===== src/rtl/load_size_unit_pkg.sv =====
// Shared load/store size definitions: size codes and the load FSM state encoding.
package load_size_unit_pkg;

    // Size select codes, common to the load and store paths.
    localparam logic [1:0] LS_NONE = 2'b00;
    localparam logic [1:0] LS_WORD = 2'b01;
    localparam logic [1:0] LS_HALF = 2'b10;
    localparam logic [1:0] LS_BYTE = 2'b11;

    typedef enum logic [1:0] {
        StIdle = 2'b00,
        StReq  = 2'b01,
        StWait = 2'b10,
        StDone = 2'b11
    } ls_state_e;

endpackage


===== src/rtl/load_size_unit_extract.sv =====
// Extracts word/half/byte from the low lanes of a memory word and zero/sign-extends it.
module ls_extract
    import load_size_unit_pkg::*;
(
    input  logic [31:0] word,
    input  logic [1:0]  size,
    input  logic        sign_ext,
    output logic [31:0] value
);

    // Half and byte live in bits 15:0 / 7:0, matching the store-side lanes.
    always_comb begin
        value = 32'h0;
        unique case (size)
            LS_WORD: value = word;
            LS_HALF: value = {{16{sign_ext & word[15]}}, word[15:0]};
            LS_BYTE: value = {{24{sign_ext & word[7]}}, word[7:0]};
            LS_NONE: value = 32'h0;
            default: value = 32'h0;
        endcase
    end

endmodule


===== src/rtl/load_size_unit.sv =====
// Load path: issues one memory read, waits MEM_LATENCY cycles, extracts and extends the result.
module load_size_unit
    import load_size_unit_pkg::*;
#(
    parameter int unsigned MEM_LATENCY = 2  // 1..15
) (
    input  logic        clk,
    input  logic        reset,
    input  logic        start,
    input  logic [1:0]  ls_control,
    input  logic        sign_ext,
    input  logic [31:0] addr,
    input  logic [31:0] mem_data_in,
    output logic [31:0] mem_addr,
    output logic        mem_rd,
    output logic        busy,
    output logic        done,
    output logic [31:0] load_data
);

    localparam logic [3:0] CntLoad = 4'(MEM_LATENCY - 1);

    ls_state_e   state_q, state_d;
    logic [3:0]  cnt_q, cnt_d;
    logic [1:0]  size_q, size_d;
    logic        sext_q, sext_d;
    logic [31:0] mem_addr_q, mem_addr_d;
    logic        mem_rd_q, mem_rd_d;
    logic        busy_q, busy_d;
    logic        done_q, done_d;
    logic [31:0] load_data_q, load_data_d;
    logic [31:0] ext_value;

    ls_extract u_extract (
        .word     (mem_data_in),
        .size     (size_q),
        .sign_ext (sext_q),
        .value    (ext_value)
    );

    // Next-state logic; outputs are computed one cycle ahead so they come straight off flops.
    always_comb begin
        state_d     = state_q;
        cnt_d       = cnt_q;
        size_d      = size_q;
        sext_d      = sext_q;
        mem_addr_d  = mem_addr_q;
        load_data_d = load_data_q;
        mem_rd_d    = 1'b0;
        done_d      = 1'b0;
        unique case (state_q)
            StIdle: begin
                if (start && (ls_control != LS_NONE)) begin
                    state_d    = StReq;
                    mem_addr_d = addr;
                    size_d     = ls_control;
                    sext_d     = sign_ext;
                    mem_rd_d   = 1'b1;  // high during the REQ cycle
                end
            end
            StReq: begin
                cnt_d   = CntLoad;
                state_d = StWait;
            end
            StWait: begin
                if (cnt_q == 4'd0) begin
                    load_data_d = ext_value;
                    done_d      = 1'b1;  // high during the DONE cycle
                    state_d     = StDone;
                end else begin
                    cnt_d = cnt_q - 4'd1;
                end
            end
            StDone: begin
                state_d = StIdle;
            end
            default: begin
                state_d = StIdle;
            end
        endcase
        busy_d = (state_d != StIdle);
    end

    // State and output registers with synchronous reset.
    always_ff @(posedge clk) begin
        if (reset) begin
            state_q     <= StIdle;
            cnt_q       <= 4'd0;
            size_q      <= LS_NONE;
            sext_q      <= 1'b0;
            mem_addr_q  <= 32'h0;
            mem_rd_q    <= 1'b0;
            busy_q      <= 1'b0;
            done_q      <= 1'b0;
            load_data_q <= 32'h0;
        end else begin
            state_q     <= state_d;
            cnt_q       <= cnt_d;
            size_q      <= size_d;
            sext_q      <= sext_d;
            mem_addr_q  <= mem_addr_d;
            mem_rd_q    <= mem_rd_d;
            busy_q      <= busy_d;
            done_q      <= done_d;
            load_data_q <= load_data_d;
        end
    end

    assign mem_addr  = mem_addr_q;
    assign mem_rd    = mem_rd_q;
    assign busy      = busy_q;
    assign done      = done_q;
    assign load_data = load_data_q;

endmodule


===== config.mk =====
export PLATFORM = sky130hd
export DESIGN_NAME = load_size_unit
export DESIGN_NICKNAME = d
export VERILOG_FILES = /design/src/rtl/load_size_unit_pkg.sv /design/src/rtl/load_size_unit_extract.sv /design/src/rtl/load_size_unit.sv
export SDC_FILE = /design/constraint.sdc
export NUM_CORES = 1
export LEC_CHECK = 0
export CORE_ASPECT_RATIO = 0.6
export CORE_MARGIN = 2
export CORE_UTILIZATION = 40
export DETAILED_ROUTE_END_ITERATION = 10
export PLACE_DENSITY = 0.81
export SYNTH_ARGS = -nofsm -noshare
export SYNTH_HDL_FRONTEND = slang
export SYNTH_SLANG_ARGS = --single-unit

===== constraint.sdc =====
create_clock -name clk -period 4.28 [get_ports clk]
set_input_delay 0.856 -clock clk [delete_from_list [all_inputs] [get_ports clk]]
set_output_delay 0.856 -clock clk [all_outputs]
set_load 0.01 [all_outputs]

==> impl_results.md <==
- Pleak: 0.00168 uW
- DR DRC count: 0
- Die Width: 114 um
- Fin nets: 550
- Post-synth top area share: 51.9%
- R2R cell count: 6
- Synthesized instance count: 352
- Most numerous cell in the Yosys netlist: nand2_1
- Depth of the CTS H-tree: 3
- Fillers: 611
- Hold Buf Count CTS: 0
- Worst Clk Skew: 0.00486 ns
- Drt pass-1 iters: 5
- PostCTS Resize Cnt: 0
- Library cells used by synthesis: 36
- CTS tree: yes
- Setup CP Type: in -> reg
- Hold path start: mem_addr[4]
- Initial Utilization: 40.8%
- Minimum clock period: 2.41 ns
- Fin util: 64.6%
- Worst Path Arrival: 2.67 ns
- Synth Warn #: 0
- Required @ worst endpoint: 4.54 ns
- Fmax: 0.416 GHz
- Ys flop type: dfxtp_1
- XOR/XNOR Fraction of Synth Area: 0.299%
- Root buffer cell: clkbuf_16
- Largest family of logic cells by synthesized area: simple AND/OR/NAND/NOR gates
- Synthesized area: 2930 um2
- Max-slew violations: 0
- Setup-failing EPs final: 0
- Routed WL: 8400 um
- Clk slew on worst S/H paths: 0.06 ns
- Hold Crit Depth: 2
- Diodes inserted: 0
- Largest fanout on the critical path: 35
- Flop-to-flop setup slack: 2.25 ns
- Total track usage: 21.3%
- RSZ-0062 raised after global routing: no
- Placeable Area: 7180 um2
- Pin count of the biggest net entering global routing: 46
- Post-synthesis mux area share: 0.384%
- Capture point of the worst reg-to-reg path: load_data[16]
- Mean Syn Cell Area: 8.32 um2
- Synth Area in Adders: 2.56%
- Inserted Clock Buffers: 9
- Buffer count from post-CTS setup fixing: 0
- Syn_nets: 428
- Synth Area in Simple Gates: 21.0%
- Outcome: finished clean
- Initial antenna violation count: 0
- Initial drt markers: 219
- PwrDens: 599 nW/um2
- Worst rel slew slack: 29.0%
- Max-capacitance violation count: 0
- Synth async-reset ratio: 0%
- Synth Area in Compound Gates: 19.0%
- Post-route antenna net violation count: 0
- End of the worst hold path: mem_addr[4]
- RR Startpoint: state_q[0]
- Ranking of synthesized cells by area: dfxtp_1 (52%), a21oi_1 (11%), nand2_1 (10%)
- Final hold violation count: 0
- Die Ht: 70.3 um
- Die area: 8050 um2
- Setup TNS: 0 ns
- Io pins: 137
- Share of layout cells above drive strength 1: 5.22%
- Max IR drop VDD: 0.365 mV
- CP Launch Type: input pin
- Post-synth EDFFs: 0
- Synth area leader: dfxtp_1
- WHS: 0.452 ns
- Endpoint class of the critical path: flip-flop
- CTS sink cnt: 76
- CTS Buffer Depth: 2
- Area growth syn-to-layout: 58.2%
- Placement Rows: 24
- Commonest cells post-synth: nand2_1 (78), dfxtp_1 (76), a21oi_1 (62)
- Yosys reg bits: 76
- Clk_lat worst skew: 0.33 ns
- Total grt overflow: 0
- First-pass GRT wire length: 13,400 um
- Measured slew at the worst slew-check pin: 1.07 ns
- Sequential area share after synthesis: 51.9%
- Total vias in the final route: 2,907
- Crit share post-route: 56.2%
- Vias in the first global route: 2,782
- Hold crit path type: reg -> reg
- Port Buf Inserts: 136
- Final Wtd Congestion: 0.787
- Via density: 5.10
- DP HPWL: 6010 um
- WL/cell: 14.7 um
-- placed cells by master (no fill, tap or decap), types with 4 or more instances in the layout --
cell / count
nand3_1: 9
dfxtp_1: 76
nor2_1: 28
nand2_1: 78
a21oi_1: 62
ha_1: 6
clkdlybuf4s50_1: 135
nor3_1: 8
inv_1: 4
buf_4: 4
nor2b_1: 4
clkbuf_16: 9
a211oi_1: 24
-- final cells by class --
cell class / instances / area, um2 / area share [%]
clock buffers: 11 / 243 / 5.24
clock inverters: 5 / 75.1 / 1.62
inverters: 4 / 15.0 / 0.324
multi-input cells: 243 / 1280 / 27.6
flip-flops and latches: 76 / 1520 / 32.8
well taps: 91 / 114 / 2.46
repair buffers: 140 / 1390 / 29.9
-- per-stage QoR --
| stage | std cells | setup WS (ns) | instance area (um2) | power (uW) |
|---|---|---|---|---|
| detailed placement | 554 | 1.55 | 4320 | 1990 |
| global placement | 554 | 1.65 | 4320 | 1950 |
| CTS | 570 | 1.89 | 4630 | 2800 |
| global route | 570 | 1.70 | 4630 | 2940 |
| floorplan | 352 | 2.58 | 2930 | 1520 |
| finish | 570 | 1.87 | 4630 | 2770 |
-- flip-flops by register name, indices dropped and copies added, names as in the netlist --
name,count
busy,1
cnt_q,4
done,1
load_data,32
mem_addr,32
mem_rd,1
sext_q,1
size_q,2
state_q,2
-- worst max-delay path by stage --
stage	slack, ns	cells past startpoint	from	to
finish	1.87	4	ls_control[1]	mem_addr[28]
global route	1.70	4	ls_control[1]	mem_addr[28]
CTS	1.89	4	ls_control[1]	mem_addr[28]
detailed placement	1.55	4	ls_control[1]	mem_addr[28]
global placement	1.65	4	ls_control[1]	mem_addr[27]
floorplan	2.58	4	ls_control[1]	mem_addr[0]
-- logic make-up (layout without fill, tap and decap cells) --
group,count (synthesis),in the layout
AOI/OAI and AO/OA,95,95
DFF,76,76
adders and majority gates,6,6
and+or+nand+nor,140,140
xor gates and xnor gates,1,1
muxes,1,1
buffers and inverters,33,160
-- per-layer routing --
metal	vias up	wire length [um]	share of wire [%]	track usage, %
li1	1439	-	-	-
met1	1342	3630	43	26.8
met2	115	3780	45	32.8
met3	11	864	10	9.03
met4	0	127	1.5	7.45
met5	-	0	0	0
-- power by group --
part / internal, uW / switching [uW]
Combinational: 495 / 513
Clock: 523 / 275
Sequential: 874 / 95.3
Total: 1890 / 883
-- critical path: stages --
cell and delay [ns]:
clkdlybuf4s50_1 0.55, o211a_1 0.89, nand2_1 0.18, a21oi_1 0.18
Note: power is estimated with default switching activity, not from simulation.
